## src/rtl/alu_pkg.sv

```systemverilog
// Shared types for the ALU issue stage: operand word, opcodes, request and response records.
package alu_pkg;

    typedef logic [3:0] alu_word_t;

    localparam alu_word_t ALU_OR  = 4'd0;
    localparam alu_word_t ALU_AND = 4'd1;
    localparam alu_word_t ALU_SUB = 4'd2;
    localparam alu_word_t ALU_ADD = 4'd3;

    typedef struct packed {
        alu_word_t a;
        alu_word_t b;
        alu_word_t op;
    } alu_req_t;

    // Packs as {a, b, op, out1, out2}, which is exactly the 20-bit response payload.
    typedef struct packed {
        alu_req_t  req;
        alu_word_t out1;
        alu_word_t out2;
    } alu_rsp_t;

endpackage

```

## src/rtl/alu_req_fifo.sv

```systemverilog
// Synchronous request FIFO holding ALU requests with their sequence tags.
module alu_req_fifo
    import alu_pkg::*;
#(
    parameter int DEPTH = 4,
    parameter int TAG_W = 8
) (
    input  logic                       clk,
    input  logic                       rst,
    input  logic                       push,
    input  alu_req_t                   push_req,
    input  logic [TAG_W-1:0]           push_tag,
    input  logic                       pop,
    output alu_req_t                   head_req,
    output logic [TAG_W-1:0]           head_tag,
    output logic [$clog2(DEPTH+1)-1:0] count,
    output logic                       full,
    output logic                       empty
);

    localparam int AW = $clog2(DEPTH);
    localparam int CW = $clog2(DEPTH+1);

    alu_req_t         req_mem [DEPTH];
    logic [TAG_W-1:0] tag_mem [DEPTH];
    logic [AW-1:0]    wptr;
    logic [AW-1:0]    rptr;

    assign head_req = req_mem[rptr];
    assign head_tag = tag_mem[rptr];
    assign full     = (count == CW'(DEPTH));
    assign empty    = (count == '0);

    always_ff @(posedge clk) begin
        if (push) begin
            req_mem[wptr] <= push_req;
            tag_mem[wptr] <= push_tag;
        end
    end

    // Pointers wrap naturally because DEPTH is a power of two.
    always_ff @(posedge clk) begin
        if (rst) begin
            wptr  <= '0;
            rptr  <= '0;
            count <= '0;
        end else begin
            if (push) begin
                wptr <= wptr + AW'(1);
            end
            if (pop) begin
                rptr <= rptr + AW'(1);
            end
            case ({push, pop})
                2'b10:   count <= count + CW'(1);
                2'b01:   count <= count - CW'(1);
                default: count <= count;
            endcase
        end
    end

endmodule

```

## src/rtl/alu_issue_stage.sv

```systemverilog
// Issue/capture stage around an external combinational ALU: request FIFO, operand register, response register.
module alu_issue_stage
    import alu_pkg::*;
#(
    parameter int DEPTH = 4,
    parameter int TAG_W = 8
) (
    input  logic                       clk,
    input  logic                       rst,
    input  logic                       req_valid,
    output logic                       req_ready,
    input  logic [3:0]                 req_a,
    input  logic [3:0]                 req_b,
    input  logic [3:0]                 req_op,
    output logic [3:0]                 alu_a,
    output logic [3:0]                 alu_b,
    output logic [3:0]                 alu_op,
    input  logic [3:0]                 alu_out1,
    input  logic [3:0]                 alu_out2,
    output logic                       rsp_valid,
    input  logic                       rsp_ready,
    output logic [19:0]                rsp_data,
    output logic [TAG_W-1:0]           rsp_tag,
    output logic [$clog2(DEPTH+1)-1:0] fifo_count
);

    alu_req_t         req_in;
    alu_req_t         head_req;
    alu_req_t         iss_req;
    alu_rsp_t         rsp_q;
    logic [TAG_W-1:0] head_tag;
    logic [TAG_W-1:0] iss_tag;
    logic [TAG_W-1:0] rsp_tag_q;
    logic [TAG_W-1:0] tag_cnt;
    logic             fifo_full;
    logic             fifo_empty;
    logic             push;
    logic             pop;
    logic             iss_valid;
    logic             rsp_valid_q;
    logic             rsp_load;

    assign req_in = '{a: req_a, b: req_b, op: req_op};

    // Ready depends only on FIFO occupancy (and reset), never on rsp_ready.
    assign req_ready = !rst && !fifo_full;
    assign push      = req_valid && req_ready;
    assign rsp_load  = iss_valid && (!rsp_valid_q || rsp_ready);
    assign pop       = !fifo_empty && (!iss_valid || rsp_load);

    alu_req_fifo #(
        .DEPTH (DEPTH),
        .TAG_W (TAG_W)
    ) u_fifo (
        .clk      (clk),
        .rst      (rst),
        .push     (push),
        .push_req (req_in),
        .push_tag (tag_cnt),
        .pop      (pop),
        .head_req (head_req),
        .head_tag (head_tag),
        .count    (fifo_count),
        .full     (fifo_full),
        .empty    (fifo_empty)
    );

    always_ff @(posedge clk) begin
        if (rst) begin
            tag_cnt <= '0;
        end else if (push) begin
            tag_cnt <= tag_cnt + TAG_W'(1);
        end
    end

    // Operands are only reloaded on a pop, so the ALU inputs hold through bubbles.
    always_ff @(posedge clk) begin
        if (rst) begin
            iss_valid <= 1'b0;
            iss_req   <= '0;
            iss_tag   <= '0;
        end else if (pop) begin
            iss_valid <= 1'b1;
            iss_req   <= head_req;
            iss_tag   <= head_tag;
        end else if (rsp_load) begin
            iss_valid <= 1'b0;
        end
    end

    always_ff @(posedge clk) begin
        if (rst) begin
            rsp_valid_q <= 1'b0;
            rsp_q       <= '0;
            rsp_tag_q   <= '0;
        end else if (rsp_load) begin
            rsp_valid_q <= 1'b1;
            rsp_q       <= '{req: iss_req, out1: alu_out1, out2: alu_out2};
            rsp_tag_q   <= iss_tag;
        end else if (rsp_ready) begin
            rsp_valid_q <= 1'b0;
        end
    end

    assign alu_a     = iss_req.a;
    assign alu_b     = iss_req.b;
    assign alu_op    = iss_req.op;
    assign rsp_valid = rsp_valid_q;
    assign rsp_data  = rsp_q;
    assign rsp_tag   = rsp_tag_q;

endmodule
```

## config.mk

```make
export PLATFORM = sky130hd
export DESIGN_NAME = alu_issue_stage
export DESIGN_NICKNAME = d
export VERILOG_FILES = /design/src/rtl/alu_pkg.sv /design/src/rtl/alu_req_fifo.sv /design/src/rtl/alu_issue_stage.sv
export SDC_FILE = /design/constraint.sdc
export NUM_CORES = 1
export LEC_CHECK = 0
export ABC_AREA = 1
export BUFFER_PORTS_ARGS = -buffer_cell sky130_fd_sc_hd__buf_4
export CORE_MARGIN = 5
export CORE_UTILIZATION = 52
export DETAILED_ROUTE_END_ITERATION = 10
export GPL_ROUTABILITY_DRIVEN = 0
export MAX_ROUTING_LAYER = met4
export PLACE_DENSITY = 0.77
export SYNTH_ARGS = -nofsm -noshare
export SYNTH_HDL_FRONTEND = slang
export SYNTH_HIERARCHICAL = 1
export SYNTH_SLANG_ARGS = --single-unit
```

## constraint.sdc

```tcl
create_clock -name clk -period 2.15 [get_ports clk]
set_input_delay 0.43 -clock clk [delete_from_list [all_inputs] [get_ports clk]]
set_output_delay 0.43 -clock clk [all_outputs]
set_load 0.1 [all_outputs]
```

==> impl_results.md <==
* Layout cells sized above 1 at 21.9%
* CP Max Fanout at 7
* I/O pin count at 69
* DRC at 0
* Initial Utilization at 53.5%
* Worst R2R End: u_fifo/count[2]
* Clock Pin Slew Worst Setup and Hold Paths at 0.06 ns
* Syn Nets at 553
* CTS tree: built
* Syn Area/Cell at 10.6 um2
* Num rows at 37
* Num CTS Buffers at 17
* Sum Neg Setup Slack at 0 ns
* Worst hold path type: input port to register
* Status: finished clean
* Most frequent CP cell: inv_2
* Vias in the first global route at 3,703
* DP Wirelength at 7060 um
* Post-Syn Instances at 522
* Buf/Inv on CP at 6
* H-tree levels at 4
* Worst setup SP type: register
* Fmax at 515 MHz
* Family with the most delay on the worst path: simple AND/OR/NAND/NOR gates
* Initial antenna violation count at 0
* Setup WS pre-CTS at 0.141 ns
* Drt pass-1 iters at 4
* Clock sink count at 147
* Depth of the worst register-to-register path at 15
* Worst Hold Launch: req_op[2]
* IO buf count at 68
* RSZ-0062 raised after global routing: false
* Most frequent cells in the layout: nor2_1 (148), edfxtp_1 (80), buf_4 (79), dfxtp_1 (63), o21ai_0 (53)
* Ant. Diodes at 0
* CP required at ~2.6 ns
* Post-synthesis xor/xnor area fraction at less than 1%
* Worst reg2reg path startpoint: u_fifo/count[2]
* Compound-Gate Fraction of Synth Area at 11.8%
* Fin crit share at 90.4%
* Drt wl/cell at 16.0 um
* Pins Over Slew Limit at 0
* Hold_buf cts at 0
* Clock tree buffer depth at 2
* Netlist cell types at 24
* Mux share of post-synthesis cell area at 0%
* CORE AREA at 10,300 um2
* Max-cap check violation count at 0
* Slew HR at 52.0%
* Min Tclk post-route at around 2 ns
* Post-Syn Area at 5520 um2
* Worst hold path stage count at 1
* Synth Register Bits at between 100 and 150
* First-pass GRT wire length at 18,400 um
* Crit path max-delay cell type: fa_1
* Endpoints failing setup at 0
* Synth-to-layout area growth at 23.7%
* NumNets Final at 626
* Worst Tran Pin Value at 0.718 ns
* Register area share after synthesis at 67.8%
* Final Hold Viols at 0
* CP arrival at 2.35 ns
* Cells along the critical path: inv_2 > nor3_4 > nor2_4 > nand2_4 > inv_4 > inv_2 > ha_4 > inv_2 > fa_1 > inv_1 > nand2_1 > nand3_1 > nand2_1 > inv_1 > nor2_1
* Largest net degree at the start of global routing at 55
* Slowest stage delay, CP at around 0.38 ns
* DR vias/cell at 5.25
* Final wirelength at 11,900 um
* PostCTS Resize Cnt at 0
* Final WS setup at 0.207 ns
* Die area at ~13,000 um2
* Gr ovfl total at 0
* Worst skew pair latency at 0.51 ns
* Antenna Nets Post-Route at 0
* DRT iter0 DRCs at 393
* Vias at 3,903
* Reg2reg setup slack at 0.21 ns
* Post-Synth Simple-Gate Area at about 14%
* Total number of yosys warnings at 6
* Final core utilization at 66.2%
* Commonest non-fill, non-tap cell in the layout: nor2_1
* Crit end category: register
* Worst Skew at 0.0127 ns
* Hold slack final at around 0.12 ns
* Largest family of logic cells by synthesized area: simple AND/OR/NAND/NOR gates
* Synth Area in Adders at 1.72%
* Clock Root Buffer: clkbuf_8
* Die X at 113 um
* Endpoint, Worst Hold: u_fifo/req_mem[2][2]
* Total GRT Usage at about a fifth
* Kind of critical path: register to register
* Chip Height at 113 um
==> Yosys cell counts <==
cell / instances / share of area [%]
buf_4: 3 / 0.41
o22ai_1: 20 / 2.3
inv_2: 3 / 0.20
fa_1: 1 / 0.36
nand2_2: 2 / 0.23
o21ai_1: 41 / 3.7
xor2_1: 2 / 0.32
o21ai_0: 53 / 4.8
buf_2: 13 / 1.2
nand3_1: 8 / 0.73
nor3_1: 2 / 0.18
a21oi_1: 11 / 1.0
nor2_1: 148 / 10
ha_1: 6 / 1.4
nand2_4: 1 / 0.20
nand2_1: 24 / 1.6
clkbuf_2: 2 / 0.18
inv_1: 23 / 1.6
clkbuf_1: 4 / 0.27
nand4_1: 1 / 0.11
dfxtp_1: 67 / 24
edfxtp_1: 80 / 44
nor2_4: 3 / 0.61
buf_6: 4 / 0.82
==> per-stage QoR <==
step | cell area [um2] | cells
CTS | 6830 | 743
global placement | 6190 | 711
finish | 6830 | 744
global route | 6830 | 744
floorplan | 5580 | 522
detailed placement | 6190 | 711
==> cell type report <==
type	instances	area (um2)
well taps	136	170
inverters	26	115
clock buffers	24	527
repair buffers	80	613
flip-flops and latches	147	3760
multi-input cells	323	1550
clock inverters	8	105
fillers	761	3490
==> worst reg2reg max path: cells and delay by family, from the launching register on <==
family / cells / cell delay [ns]
and+or+nand+nor: 7 / 0.60
buffers and inverters: 6 / 0.36
adders and majority gates: 2 / 0.53
DFF: 1 / 0.36
==> registers in the layout, summed over array words and instances (netlist names), named ones only <==
signal,cells
alu_a,4
rsp_valid,1
u_fifo/req_mem,48
u_fifo/wptr,2
u_fifo/tag_mem,32
rsp_data,20
alu_op,4
rsp_tag,8
iss_valid,1
u_fifo/count,3
alu_b,4
u_fifo/rptr,2
iss_tag,8
tag_cnt,8
==> kinds of logic after synthesis <==
family,after synthesis
XOR/XNOR,2
AND/OR/NAND/NOR,189
adder cells (fa/ha/maj),7
AO/OA/AOI/OAI,125
flip-flops,147
buffers and inverters,52
==> per-layer routing <==
metal	GRT usage, %	vias to the layer above	share of wire [%]
met4	5.61	0	0.56
met5	-	-	0
met3	5.67	6	8.8
met1	22.4	1802	41
li1	-	1928	-
met2	32.5	167	49
==> how the worst max path moves through the flow <==
stage,startpoint,end,slack (ns),cells after the start
2_1_floorplan,u_fifo/count[1],u_fifo/count[1],-0.13,9
3_3_place_gp,u_fifo/count[2],u_fifo/count[2],0.25,15
3_5_place_dp,u_fifo/count[2],u_fifo/count[2],0.14,15
4_1_cts,u_fifo/count[2],u_fifo/count[2],0.13,15
5_1_grt,u_fifo/count[2],u_fifo/count[2],0.02,15
6_report,u_fifo/count[2],u_fifo/count[2],0.21,15
==> repair_timing <==
action,in CTS,in global routing
setup endpoints to repair,0,1
endpoints found under the hold margin,0,0
buffers inserted,0,1
Power is left out: the tool's default activity adds up to more than one toggle a clock period on the data nets, which glitch-free logic cannot reach.
